$ cat src/rtl/trigout_pulse_gen.sv
// trigout_pulse_gen: one programmable-width trigger pulse per waveform-period
// Start strobe, as a finite burst or indefinitely. Every output is registered.
// Optional feature: define TRIG_DELAY_EN to add the Delay port and the DELAY
// state (Start-to-pulse delay in clocks).
module trigout_pulse_gen #(
    parameter int WIDTH_BITS = 16,
    parameter int COUNT_BITS = 16,
    parameter int DELAY_BITS = 16
) (
    input  logic                  Clock,
    input  logic                  Reset_n,
    input  logic                  EN,
    input  logic                  Start,
    input  logic                  Infinite,
    input  logic [COUNT_BITS-1:0] Burst_Count,
    input  logic [WIDTH_BITS-1:0] Pulse_Width,
`ifdef TRIG_DELAY_EN
    input  logic [DELAY_BITS-1:0] Delay,
`endif
    output logic                  Trig_Out,
    output logic                  Busy,
    output logic                  Done,
    output logic [COUNT_BITS-1:0] Pulse_Num,
    output logic                  Overrun
);

    typedef enum logic [1:0] {
        S_IDLE  = 2'd0,
        S_DELAY = 2'd1,
        S_HIGH  = 2'd2,
        S_WAIT  = 2'd3
    } state_t;

    state_t                state_q;
    logic                  trig_q;
    logic                  busy_q;
    logic                  done_q;
    logic [COUNT_BITS-1:0] pnum_q;
    logic                  overrun_q;

    // Configuration latched at arm time, held for the whole burst.
    logic [WIDTH_BITS-1:0] wlast_q;    // effective pulse width minus one
    logic [COUNT_BITS-1:0] burst_q;
    logic                  inf_q;
    logic [WIDTH_BITS-1:0] wcnt_q;     // remaining high cycles minus one

`ifdef TRIG_DELAY_EN
    logic [DELAY_BITS-1:0] delay_q;
    logic [DELAY_BITS-1:0] dcnt_q;     // remaining delay cycles minus one
`else
    wire  [DELAY_BITS-1:0] unused_delay = '0;
`endif

    // A zero width behaves as a width of one, so the reload value is width-1
    // with zero clamped.
    logic [WIDTH_BITS-1:0] wlast_d;
    logic [COUNT_BITS-1:0] pnum_d;
    logic                  burst_end_d;

    // Next-value helpers for the width reload and the pulse counter.
    always_comb begin
        wlast_d     = (Pulse_Width == '0) ? '0 : Pulse_Width - WIDTH_BITS'(1);
        pnum_d      = pnum_q + COUNT_BITS'(1);
        burst_end_d = !inf_q && (pnum_d == burst_q);
    end

    // Pulse sequencing FSM with registered outputs; EN low aborts quietly.
    always_ff @(posedge Clock or negedge Reset_n) begin
        if (!Reset_n) begin
            state_q   <= S_IDLE;
            trig_q    <= 1'b0;
            busy_q    <= 1'b0;
            done_q    <= 1'b0;
            pnum_q    <= '0;
            overrun_q <= 1'b0;
            wlast_q   <= '0;
            burst_q   <= '0;
            inf_q     <= 1'b0;
            wcnt_q    <= '0;
`ifdef TRIG_DELAY_EN
            delay_q   <= '0;
            dcnt_q    <= '0;
`endif
        end else begin
            done_q <= 1'b0;
            if (!EN) begin
                state_q   <= S_IDLE;
                trig_q    <= 1'b0;
                busy_q    <= 1'b0;
                pnum_q    <= '0;
                overrun_q <= 1'b0;
            end else begin
                case (state_q)
                    S_IDLE: begin
                        if (Start) begin
                            if (!Infinite && (Burst_Count == '0)) begin
                                // Empty finite burst: report completion, no pulse.
                                done_q <= 1'b1;
                            end else begin
                                wlast_q <= wlast_d;
                                burst_q <= Burst_Count;
                                inf_q   <= Infinite;
                                pnum_q  <= '0;
                                busy_q  <= 1'b1;
`ifdef TRIG_DELAY_EN
                                delay_q <= Delay;
                                if (Delay != '0) begin
                                    state_q <= S_DELAY;
                                    dcnt_q  <= Delay - DELAY_BITS'(1);
                                end else begin
                                    state_q <= S_HIGH;
                                    trig_q  <= 1'b1;
                                    wcnt_q  <= wlast_d;
                                end
`else
                                state_q <= S_HIGH;
                                trig_q  <= 1'b1;
                                wcnt_q  <= wlast_d;
`endif
                            end
                        end
                    end
`ifdef TRIG_DELAY_EN
                    S_DELAY: begin
                        if (Start) begin
                            overrun_q <= 1'b1;
                        end
                        if (dcnt_q == '0) begin
                            state_q <= S_HIGH;
                            trig_q  <= 1'b1;
                            wcnt_q  <= wlast_q;
                        end else begin
                            dcnt_q <= dcnt_q - DELAY_BITS'(1);
                        end
                    end
`endif
                    S_HIGH: begin
                        if (Start) begin
                            overrun_q <= 1'b1;
                        end
                        if (wcnt_q == '0) begin
                            trig_q <= 1'b0;
                            pnum_q <= pnum_d;
                            if (burst_end_d) begin
                                state_q <= S_IDLE;
                                busy_q  <= 1'b0;
                                done_q  <= 1'b1;
                            end else begin
                                state_q <= S_WAIT;
                            end
                        end else begin
                            wcnt_q <= wcnt_q - WIDTH_BITS'(1);
                        end
                    end
                    S_WAIT: begin
                        if (Start) begin
`ifdef TRIG_DELAY_EN
                            if (delay_q != '0) begin
                                state_q <= S_DELAY;
                                dcnt_q  <= delay_q - DELAY_BITS'(1);
                            end else begin
                                state_q <= S_HIGH;
                                trig_q  <= 1'b1;
                                wcnt_q  <= wlast_q;
                            end
`else
                            state_q <= S_HIGH;
                            trig_q  <= 1'b1;
                            wcnt_q  <= wlast_q;
`endif
                        end
                    end
                    default: begin
                        state_q <= S_IDLE;
                        trig_q  <= 1'b0;
                        busy_q  <= 1'b0;
                    end
                endcase
            end
        end
    end

    assign Trig_Out  = trig_q;
    assign Busy      = busy_q;
    assign Done      = done_q;
    assign Pulse_Num = pnum_q;
    assign Overrun   = overrun_q;

endmodule

$ cat config.mk
export PLATFORM = sky130hd
export DESIGN_NAME = trigout_pulse_gen
export DESIGN_NICKNAME = d
export VERILOG_FILES = /design/src/rtl/trigout_pulse_gen.sv
export SDC_FILE = /design/constraint.sdc
export NUM_CORES = 1
export LEC_CHECK = 0
export ABC_CLOCK_PERIOD_IN_PS = 4230
export CORE_ASPECT_RATIO = 0.7
export CORE_MARGIN = 2
export CORE_UTILIZATION = 25
export DETAILED_ROUTE_END_ITERATION = 8
export PLACE_DENSITY = 0.43
export SLEW_MARGIN = 25
export SYNTH_ARGS = -nofsm -noshare
export SYNTH_HDL_FRONTEND = slang
export SYNTH_SLANG_ARGS = --single-unit
$ cat constraint.sdc
create_clock -name Clock -period 4.23 [get_ports Clock]
set_clock_uncertainty 0.05 [all_clocks]
set_input_delay 0.6345 -clock Clock [delete_from_list [all_inputs] [get_ports Clock]]
set_output_delay 0.6345 -clock Clock [all_outputs]
set_load 0.05 [all_outputs]
## Word-level counts from Yosys, hierarchy flattened

Index checks and enable logic that the tools add are counted.

- Div/mod/pow operators: 0
- $add $sub $neg: 3
- Reduce and logical (&&, ||, !) cells: 15
- Equality and inequality tests: 16
- Multipliers: 0
- Bitwise gates (word level): 1
- Shift-type cells: 0
- $lt $le $gt $ge: 0
- Muxes and demuxes: 36

Operators with widths:

| kind | number |
|---|---|
| 16-bit two-way mux | 9 |
| 16-bit zero test | 3 |
| 16-bit case mux with 3 select lines | 1 |
| 16-bit case mux with 2 select lines | 1 |
| 16-bit by 1-bit subtractor with 16-bit output (second input constant) | 2 |
| 16-bit by 1-bit adder with 16-bit output (second input constant) | 1 |
| 16-bit equality test | 1 |
| 1-bit two-way mux | 15 |
| 3-bit inequality test (second input constant) | 5 |
| 2-bit two-way mux | 6 |
| 4-bit AND reduction | 3 |
| 2-bit inequality test (second input constant) | 5 |
| 1-bit case mux with 3 select lines | 2 |
| 2-bit case mux with 3 select lines | 1 |
| 6-bit AND reduction | 1 |
| 5-bit AND reduction | 1 |
| 2-bit equality test (second input constant) | 2 |
| 2-bit by 1-bit inequality test with 1-bit output (second input constant) | 2 |
| 3-bit by 1-bit inequality test with 1-bit output (second input constant) | 1 |
| 3-bit nonzero test | 1 |
| 1-bit logical AND | 2 |
| 1-bit zero test | 2 |
| 2-bit zero test | 1 |
| 1-bit case mux with 2 select lines | 1 |
| 2 further kinds | 2 |

- Output and inout port bits: 20
- Logic and storage cells: 81
- Register bits: 71
- Bits in read-only memories: 0
- Memories: 0
- RAM bits: 0
- Bits in latches: 0
- Input bits: 37

## Depth between registers and ports, before layout

Gate-level depths: netlist of run 1.

- Word-level depth: 7
- Mapped depth: 10

## Worst setup path before layout of run 1

Ideal clock, no wire load.

- Kind: register to register
- Start: register pnum_q[4] (netlist: Pulse_Num[4])
- End: register busy_q (netlist: Busy)
- Path slack: 1493 ps
- Setup time: 71 ps
- Arrival: 2616 ps
- Cell stages (with the launch flop): 9
- Period minus slack after synthesis: 2737 ps
- Cells stage by stage: dfrtp_1 -> buf_2 -> nand4_1 -> nor4_1 -> mux2_2 -> a221oi_2 -> nand4_1 -> or4b_1 -> nand4_1

- Cells in the longest elaborated chain, start to end: 5

Ends and longest elaborated chain:

| what | RTL line | RTL |
|---|---|---|
| from (decl) | 38 | `logic [COUNT_BITS-1:0] pnum_q;` |
| from (signal assigned) | 143 | `pnum_q <= pnum_d;` |
| 16-bit by 1-bit adder with 16-bit output | 63 | `pnum_d = pnum_q + COUNT_BITS'(1);` |
| 16-bit equality test | 64 | `burst_end_d = !inf_q && (pnum_d == burst_q);` |
| 1-bit logical AND | 64 |  |
| 3-bit inequality test (no source line) | - |  |
| 5-bit AND reduction (no source line) | - |  |
| to (signal assigned) | 72 | `busy_q <= 1'b0;` |
| to (signal assigned) | 89 | `busy_q <= 1'b0;` |
| to (signal assigned) | 104 | `busy_q <= 1'b1;` |
| to (decl) | 36 | `logic busy_q;` |

Every way passes these cells.
A chain may end at the register's enable or synchronous reset.

## Worst setup path in the final report of run 1

- Start: register pnum_q[3] (netlist: Pulse_Num[3])
- End: register busy_q (netlist: Busy)

Same word-level chain as after synthesis.

==> flow_summary.json, run 1 <==
{
  "cts_max_level": 3,
  "grt_max_degree": 41,
  "crit_path_end_kind": "flop",
  "ff2ff_setup_slack_ns": 1.08,
  "drive_above_1_share_pct": 10.8,
  "worstSetupStartpointType": "flop",
  "maxSlewViolCount": 0,
  "crit_chain": "nand4_1, nor4_1, mux2_2, a221oi_2, nand4_1, or4b_1, nand4_1",
  "relSlewSlack_pct": 49.9,
  "core_mm2": 0.0179,
  "instances_no_fill": 800,
  "synth_top_family_by_area": "simple AND/OR/NAND/NOR gates",
  "wl_per_cell_um": 17.0,
  "r2r-end": "Busy",
  "cp_max_fo": 12,
  "grt_util_all_layers_pct": 15.0,
  "ys_seq_elements": 71,
  "cts_buffer_depth": 2,
  "area_delta_synth_final_pct": 25.1,
  "overflow": 0,
  "worstMarginPinSlew_ns": 0.749,
  "rows": 41,
  "drc": 0,
  "powerDensity_mw_per_mm2": 554,
  "finalHoldViolations": 0,
  "pwr-share-seq_pct": 37.2,
  "maxCapViolCount": 0,
  "regArea_mm2": 0.00178,
  "fp.dieH_um": 117,
  "worstPathBufferInverterCount": 0,
  "cts_made_buffers": 9,
  "cp-startpoint": "Pulse_Num[3]",
  "critical-path-slowest-cell": "nor4_1",
  "cp.required_ns": 4.45,
  "layout_common_cells": "dfrtp_1 (71), nand2_1 (58), clkdlybuf4s50_1 (55)",
  "synth_xor_area_share_pct": 7.33,
  "dieArea_mm2": 0.0193,
  "status": "finished clean",
  "power.switching_w": 0.00118,
  "swShare_pct": 37.5,
  "antenna_left": 0,
  "synthArstFlopShare_pct": 100,
  "finish.utilization_pct": 31.7,
  "fillers": 1857,
  "grt_pass1_vias": 4038,
  "r2r_start": "Pulse_Num[3]",
  "crit_cells": 7,
  "crit_top_cell": "nand4_1",
  "min_period_ns": 3.15,
  "synthesis.nets": 554,
  "setup_viol": 0,
  "clk_latency_ns": 0.33,
  "nets": 604,
  "io_pins": 57,
  "worst_slack_ns": 1.08,
  "num_vias": 4025,
  "grt_pass1_wl_um": 22200,
  "max_freq_mhz": 317,
  "cts-root-buf": "clkbuf_16",
  "internal-power_w": 0.00197,
  "vdd_drop_max_mv": 0.200,
  "worstRegToRegCells": 7,
  "wirelength_um": 13600,
  "antenna_cells": 0,
  "synth-compound-area-share_pct": 17.9,
  "placed_cells": 784,
  "synthAdderAreaFrac_pct": 2.42,
  "portBuffers": 56,
  "drt_iter0_markers": 323,
  "cts_tree": "yes",
  "final_common_cell": "dfrtp_1",
  "ctsResizeCount": 0,
  "tns_ns": 0,
  "clk_pin_slew_ns": 0.06,
  "synth-simple-area-share_pct": 22.7,
  "yosys_warnings": 0,
  "syn_avg_cell_area_um2": 8.93,
  "via_per_inst": 5.03,
  "antenna_found_initial": 0,
  "synth-edff-count": 0,
  "p_clk_share_pct": 25.3,
  "synthMuxAreaShare_pct": 6.80,
  "fp.dieW_um": 165,
  "timing.final.crit_share_pct": 74.6,
  "syn_area_mm2": 0.00454,
  "power.total_w": 0.00315,
  "combPwrFrac_pct": 37.5,
  "p_leak_nw": 2.13,
  "hpwl_um": 10300,
  "cts_sinks": 71,
  "crit_arrival_ns": 3.37,
  "post_cts_buffers": 0,
  "cp-endpoint": "Busy",
  "start_util_pct": 25.4,
  "firstDrtPassIters": 5,
  "synth.distinct_cells": 64,
  "pre_cts_ws_ns": 0.818,
  "multiInputGateArea_mm2": 0.00261,
  "worst-setup-path-type": "reg -> reg",
  "synthCells": 509,
  "postCtsHoldBufs": 0,
  "gp_congestion": 0.821,
  "hold_class": "in -> async",
  "yosysSeqAreaShare_pct": 39.1,
  "rsz0062_at_grt": "false",
  "cp_top_family": "simple AND/OR/NAND/NOR gates",
  "critPathMaxStageDelay_ns": 0.66,
  "ys.flop_type": "dfrtp_1"
}
synthesized netlist by cell type (all sizes together), types with 5 or more instances:
master / n / area (um^2)
o22ai: 5 / 31.3
o21ai: 35 / 179
clkbuf: 14 / 52.6
xor2: 15 / 131
o221ai: 5 / 43.8
inv: 15 / 56.3
buf: 13 / 62.6
o31ai: 16 / 120
a31oi: 8 / 50.1
mux2i: 5 / 50.1
nor2b: 7 / 43.8
nand2: 58 / 218
dfrtp: 71 / 1780
xnor2: 23 / 201
nand4: 8 / 50.1
a21oi: 12 / 60.1
nor3: 27 / 140
ha: 8 / 100
nand3: 14 / 75.1
nor4: 13 / 87.6
or3: 8 / 50.1
a221oi: 6 / 58.8
nand2b: 6 / 37.5
nor2: 39 / 146
mux2: 23 / 259
state kept, by name, indices dropped and copies added, names as in the netlist:
signal,count
burst_q,16
state_q,2
wcnt_q,16
Pulse_Num,16
Done,1
Busy,1
wlast_q,16
inf_q,1
Trig_Out,1
Overrun,1
power by group through the flow:
stage	logic [W]	registers (W)	clock network (W)
after floorplan	0.000821	0.00116	0
after global placement	0.00117	0.00118	0
after detailed placement	0.00118	0.00118	0
after CTS	0.00119	0.00117	0.000818
after global routing	0.00132	0.00122	0.000857
final	0.00118	0.00117	0.000796
worst min path at each step:
stage	endpoint	depth (start not counted)	startpoint
after floorplan	Busy	0	Reset_n
after global routing	inf_q	1	Reset_n
after CTS	burst_q[0]	1	Reset_n
after detailed placement	wlast_q[13]	2	wlast_q[13]
final	burst_q[0]	1	Reset_n
after global placement	wlast_q[3]	2	wlast_q[3]
cell type report:
class / instances / area share, %
multi-input cells: 396 / 45.9
flip-flops and latches: 71 / 31.3
repair buffers: 66 / 11.1
well taps: 236 / 5.20
clock buffers: 13 / 4.76
inverters: 15 / 0.991
clock inverters: 3 / 0.705
metal layers:
layer	global-route usage (%)	vias to the layer above	share of wire (%)	wire, um
li1	-	1970	-	-
met4	4.12	0	0.87	118
met5	0	-	0	0
met2	21.2	91	41	5580
met3	3.14	8	4.2	566
met1	22.9	1956	54	7320
cells by family (layout without fill, tap and decap cells):
| logic type | count (synthesis) | in the layout |
|---|---|---|
| AOI/OAI and AO/OA | 119 | 119 |
| adders and majority gates | 9 | 9 |
| buffers and inverters | 42 | 97 |
| xor gates and xnor gates | 38 | 38 |
| muxes | 28 | 28 |
| and+or+nand+nor | 202 | 202 |
| DFF | 71 | 71 |
worst reg2reg max path, cell delays in order, from the launching register on:
cell and delay [ns]:
dfrtp_1 0.53, nand4_1 0.47, nor4_1 0.67, mux2_2 0.41, a221oi_2 0.17, nand4_1 0.20
or4b_1 0.50, nand4_1 0.09
through the flow:
stage | instance area, um^2 | hold WS, ns
2_1_floorplan | 4540 | 0.289
3_3_place_gp | 5360 | 0.416
3_5_place_dp | 5370 | 0.420
4_1_cts | 5680 | 0.433
5_1_grt | 5680 | 0.271
6_report | 5680 | 0.235
No activity file was read; power rests on OpenSTA's default activity.
==> run 2, diff against run 1 <==
--- a/config.mk
+++ b/config.mk
@@ -5,7 +5,7 @@
 export SDC_FILE = /design/constraint.sdc
 export NUM_CORES = 1
 export LEC_CHECK = 0
-export ABC_CLOCK_PERIOD_IN_PS = 4230
+export ABC_CLOCK_PERIOD_IN_PS = 3000
 export CORE_ASPECT_RATIO = 0.7
 export CORE_MARGIN = 2
 export CORE_UTILIZATION = 25
==> constraint.sdc (replaced) <==
create_clock -name Clock -period 3 [get_ports Clock]
set_clock_uncertainty 0.05 [all_clocks]
set_input_delay 0.45 -clock Clock [delete_from_list [all_inputs] [get_ports Clock]]
set_output_delay 0.45 -clock Clock [all_outputs]
set_load 0.05 [all_outputs]
==> flow_summary.json, run 2 (synthesis gave the netlist of run 1 again) <==
{
  "status": "finished clean",
  "dieArea_mm2": 0.0193,
  "cts_buffer_depth": 2,
  "area_delta_synth_final_pct": 33.9,
  "maxCapViolCount": 0,
  "cts_max_level": 3,
  "grt_pass1_vias": 4169,
  "portBuffers": 56,
  "firstDrtPassIters": 5,
  "drc": 0,
  "crit_top_cell": "nand4_1",
  "rows": 41,
  "p_leak_nw": 2.37,
  "vdd_drop_max_mv": 0.341,
  "hold_class": "in -> async",
  "setup_viol": 0,
  "gp_congestion": 0.812,
  "hpwl_um": 10900,
  "maxSlewViolCount": 0,
  "grt_util_all_layers_pct": 15.6,
  "via_per_inst": 5.03,
  "nets": 651,
  "clk_pin_slew_ns": 0.06,
  "worstPathBufferInverterCount": 0,
  "power.switching_w": 0.00173,
  "cp_top_family": "simple AND/OR/NAND/NOR gates",
  "powerDensity_mw_per_mm2": 765,
  "pwr-share-seq_pct": 34.9,
  "critPathMaxStageDelay_ns": 0.53,
  "post_cts_buffers": 0,
  "crit_path_end_kind": "flop",
  "placed_cell_area_mm2": 0.00577,
  "internal-power_w": 0.00292,
  "antenna_found_initial": 0,
  "p_clk_share_pct": 23.7,
  "ctsResizeCount": 0,
  "holdWs_ns": 0.162,
  "overflow": 0,
  "num_vias": 4263,
  "antenna_left": 0,
  "antenna_cells": 0,
  "worstMarginPinSlew_ns": 0.750,
  "start_util_pct": 25.4,
  "finalHoldViolations": 0,
  "critical-path-slowest-cell": "or4b_1",
  "max_freq_mhz": 354,
  "crit_arrival_ns": 3.05,
  "drt_iter0_markers": 398,
  "rsz0062_at_grt": "false",
  "fp.dieW_um": 165,
  "core_mm2": 0.0179,
  "worst-setup-path-type": "reg -> reg",
  "grt_max_degree": 48,
  "drive_above_1_share_pct": 17.8,
  "tns_ns": 0,
  "cts_tree": "yes",
  "worstSetupStartpointType": "flop",
  "wirelength_um": 14200,
  "postCtsHoldBufs": 0,
  "wl_per_cell_um": 16.8,
  "crit_chain": "ha_1, and3_1, a2bb2oi_1, o2111ai_1, nor4_1, nand4_1, or4b_1, nand4_1",
  "min_period_ns": 2.83,
  "cp_max_fo": 7,
  "timing.final.crit_share_pct": 94.2,
  "cts_sinks": 71,
  "cts_made_buffers": 9,
  "cp.required_ns": 3.23,
  "combPwrFrac_pct": 41.4,
  "io_pins": 57,
  "relSlewSlack_pct": 49.8,
  "postLayoutCellArea_mm2": 0.00608,
  "final_common_cell": "dfrtp_1",
  "cts-root-buf": "clkbuf_16",
  "grt_pass1_wl_um": 23100,
  "swShare_pct": 37.2,
  "fp.dieH_um": 117,
  "clk_latency_ns": 0.34,
  "layout_common_cells": "dfrtp_1 (71), nand2_1 (58), clkdlybuf4s50_1 (55)"
}
[run 2: power by group through the flow]
stage	clock, W	sequential, W	combinational (W)
final	0.00110	0.00163	0.00193
after detailed placement	0	0.00165	0.00192
after global routing	0.00119	0.00168	0.00213
after CTS	0.00114	0.00163	0.00193
after global placement	0	0.00163	0.00190
after floorplan	0	0.00164	0.00116
[run 2: area by class of cell]
cell class,instances,area (um^2)
clock inverters,5,56.3
inverters,15,56.3
multi-input cells,396,2610
flip-flops and latches,71,1780
clock buffers,11,253
well taps,236,295
repair buffers,113,1030
fillers,1831,11800
[run 2: layer usage]
metal,global-route usage [%],share of wire [%],wire [um],up-vias
li1,-,-,-,2068
met4,3.59,0.81,115,0
met1,23.7,53,7600,2093
met3,4.05,5.1,729,8
met2,22.0,41,5760,94
met5,0,0,0,-
[run 2: through the flow]
stage,power (W),utilization [%],std cells,setup slack [ns]
3_3_place_gp,0.00354,32.2,831,0.0195
2_1_floorplan,0.00280,-,509,0.263
6_report,0.00465,34.0,847,0.174
5_1_grt,0.00500,34.0,847,0.0222
4_1_cts,0.00470,34.0,847,0.192
3_5_place_dp,0.00357,32.2,831,0.00922
[run 2: final timing paths]
| check | from | to | slack (ns) | depth (start not counted) |
|---|---|---|---|---|
| max | Pulse_Num[0] | Busy | 0.17 | 8 |
| min | Reset_n | wcnt_q[13] | 0.16 | 2 |
| max reg2reg | Pulse_Num[0] | Busy | 0.17 | 8 |
| min reg2reg | wlast_q[3] | wlast_q[3] | 0.43 | 2 |
| max in group asynchronous | Reset_n | wcnt_q[11] | 1.96 | 3 |
| min in group Clock | wlast_q[3] | wlast_q[3] | 0.43 | 2 |
==> run 3, diff against run 2 <==
--- a/config.mk
+++ b/config.mk
@@ -5,11 +5,12 @@
 export SDC_FILE = /design/constraint.sdc
 export NUM_CORES = 1
 export LEC_CHECK = 0
-export ABC_CLOCK_PERIOD_IN_PS = 3000
+export ABC_CLOCK_PERIOD_IN_PS = 3100
 export CORE_ASPECT_RATIO = 0.7
 export CORE_MARGIN = 2
 export CORE_UTILIZATION = 25
 export DETAILED_ROUTE_END_ITERATION = 8
+export HOLD_SLACK_MARGIN = 0.03
 export PLACE_DENSITY = 0.43
 export SLEW_MARGIN = 25
 export SYNTH_ARGS = -nofsm -noshare
==> constraint.sdc (replaced) <==
create_clock -name Clock -period 3.1 [get_ports Clock]
set_clock_uncertainty 0.05 [all_clocks]
set_input_delay 0.465 -clock Clock [delete_from_list [all_inputs] [get_ports Clock]]
set_output_delay 0.465 -clock Clock [all_outputs]
set_load 0.05 [all_outputs]
==> flow_summary.json, run 3 (synthesis gave the netlist of run 1 again) <==
{
  "setup_viol": 0,
  "maxSlewViolCount": 0,
  "postCtsHoldBufs": 0,
  "area_delta_synth_final_pct": 29.6,
  "cp-startpoint": "Pulse_Num[0]",
  "timing.final.crit_share_pct": 91.5,
  "cp_max_fo": 7,
  "maxCapViolCount": 0,
  "layout_common_cells": "dfrtp_1 (71), nand2_1 (58), clkdlybuf4s50_1 (55)",
  "r2r_start": "Pulse_Num[0]",
  "portBuffers": 56,
  "clk_latency_ns": 0.34,
  "drive_above_1_share_pct": 14.2,
  "wirelength_um": 13900,
  "worstRegToRegCells": 8,
  "cts_made_buffers": 9,
  "hpwl_um": 10500,
  "cts_tree": "yes",
  "fp.dieW_um": 165,
  "p_leak_nw": 2.25,
  "critPathMaxStageDelay_ns": 0.51,
  "cts-root-buf": "clkbuf_16",
  "holdWs_ns": 0.116,
  "fp.dieH_um": 117,
  "rows": 41,
  "worstSetupStartpointType": "flop",
  "core_mm2": 0.0179,
  "cp-endpoint": "Busy",
  "dieArea_mm2": 0.0193,
  "overflow": 0,
  "cts_buffer_depth": 2,
  "cp.required_ns": 3.31,
  "critical-path-slowest-cell": "or4b_1",
  "antenna_cells": 0,
  "r2r-end": "Busy",
  "rsz0062_at_grt": "false",
  "io_pins": 57,
  "max_freq_mhz": 352,
  "final_common_cell": "dfrtp_1",
  "instances_no_fill": 821,
  "ff2ff_setup_slack_ns": 0.26,
  "worst_slack_ns": 0.262,
  "wl_per_cell_um": 16.9,
  "status": "finished clean",
  "via_per_inst": 5.02,
  "vdd_drop_max_mv": 0.299,
  "grt_pass1_vias": 4059,
  "crit_arrival_ns": 3.05,
  "num_vias": 4125,
  "hold_class": "in -> async",
  "clk_pin_slew_ns": 0.06,
  "worstMarginPinSlew_ns": 0.673,
  "cts_max_level": 3,
  "start_util_pct": 25.4,
  "drt_iter0_markers": 249,
  "min_period_ns": 2.84,
  "pre_cts_ws_ns": 0.146,
  "grt_max_degree": 42,
  "finalHoldViolations": 0,
  "powerDensity_mw_per_mm2": 744,
  "drc": 0,
  "nets": 625,
  "crit_chain": "ha_1, and3_1, a2bb2oi_1, o2111ai_1, nor4_1, nand4_1, or4b_1, nand4_1",
  "relSlewSlack_pct": 54.8,
  "crit_top_cell": "nand4_1",
  "grt_util_all_layers_pct": 15.2,
  "cts_sinks": 71,
  "placed_cells": 805,
  "crit_path_end_kind": "flop",
  "firstDrtPassIters": 8,
  "antenna_found_initial": 0,
  "antenna_left": 0,
  "worst-setup-path-type": "reg -> reg",
  "gp_congestion": 0.844,
  "finish.utilization_pct": 32.9,
  "grt_pass1_wl_um": 22800,
  "tns_ns": 0
}
==> run 3: area by class of cell <==
class | count | area (um^2)
flip-flops and latches | 71 | 1780
multi-input cells | 396 | 2610
fillers | 1847 | 12000
clock inverters | 3 | 40.0
well taps | 236 | 295
inverters | 15 | 56.3
repair buffers | 87 | 838
clock buffers | 13 | 270
==> run 3: power by group <==
part           switching [W]  internal, W  total, W
combinational       0.000904     0.000787   0.00169
clock               0.000401     0.000687   0.00109
sequential          0.000325      0.00128   0.00160
==> run 3: critical path, delay by kind of cell, from the launching register on <==
family | cells | cell delay, ns
flip-flops | 1 | 0.48
adder cells (fa/ha/maj) | 1 | 0.35
AO/OA/AOI/OAI | 2 | 0.40
AND/OR/NAND/NOR | 5 | 1.47
==> run 3: how the worst min path moves through the flow <==
| stage | end | start | slack [ns] |
|---|---|---|---|
| finish | Done | Reset_n | 0.12 |
| global route | Done | Reset_n | 0.15 |
| CTS | Done | Reset_n | 0.14 |
| detailed placement | wlast_q[11] | wlast_q[11] | 0.42 |
| global placement | wlast_q[11] | wlast_q[11] | 0.41 |
| floorplan | Busy | Reset_n | 0.12 |
==> run 3: timing repair <==
action	4_1_cts	5_1_grt
buffers inserted	0	0
resized for setup	0	1
endpoints found under the setup margin	0	3
==> run 3: layer usage <==
layer | wire length [um] | GRT usage [%] | up-vias | share of wire [%]
met1 | 7390 | 23.5 | 1980 | 53
li1 | - | - | 2018 | -
met2 | 5530 | 21.8 | 116 | 40
met3 | 787 | 3.07 | 11 | 5.7
met5 | 0 | 0 | - | 0
met4 | 142 | 3.30 | 0 | 1.0
==> run 3: metrics by stage <==
step,cell area [um^2],total power [W]
6_report,5890,0.00438
5_1_grt,5890,0.00472
4_1_cts,5880,0.00443
3_5_place_dp,5570,0.00330
3_3_place_gp,5570,0.00328
2_1_floorplan,4540,0.00271
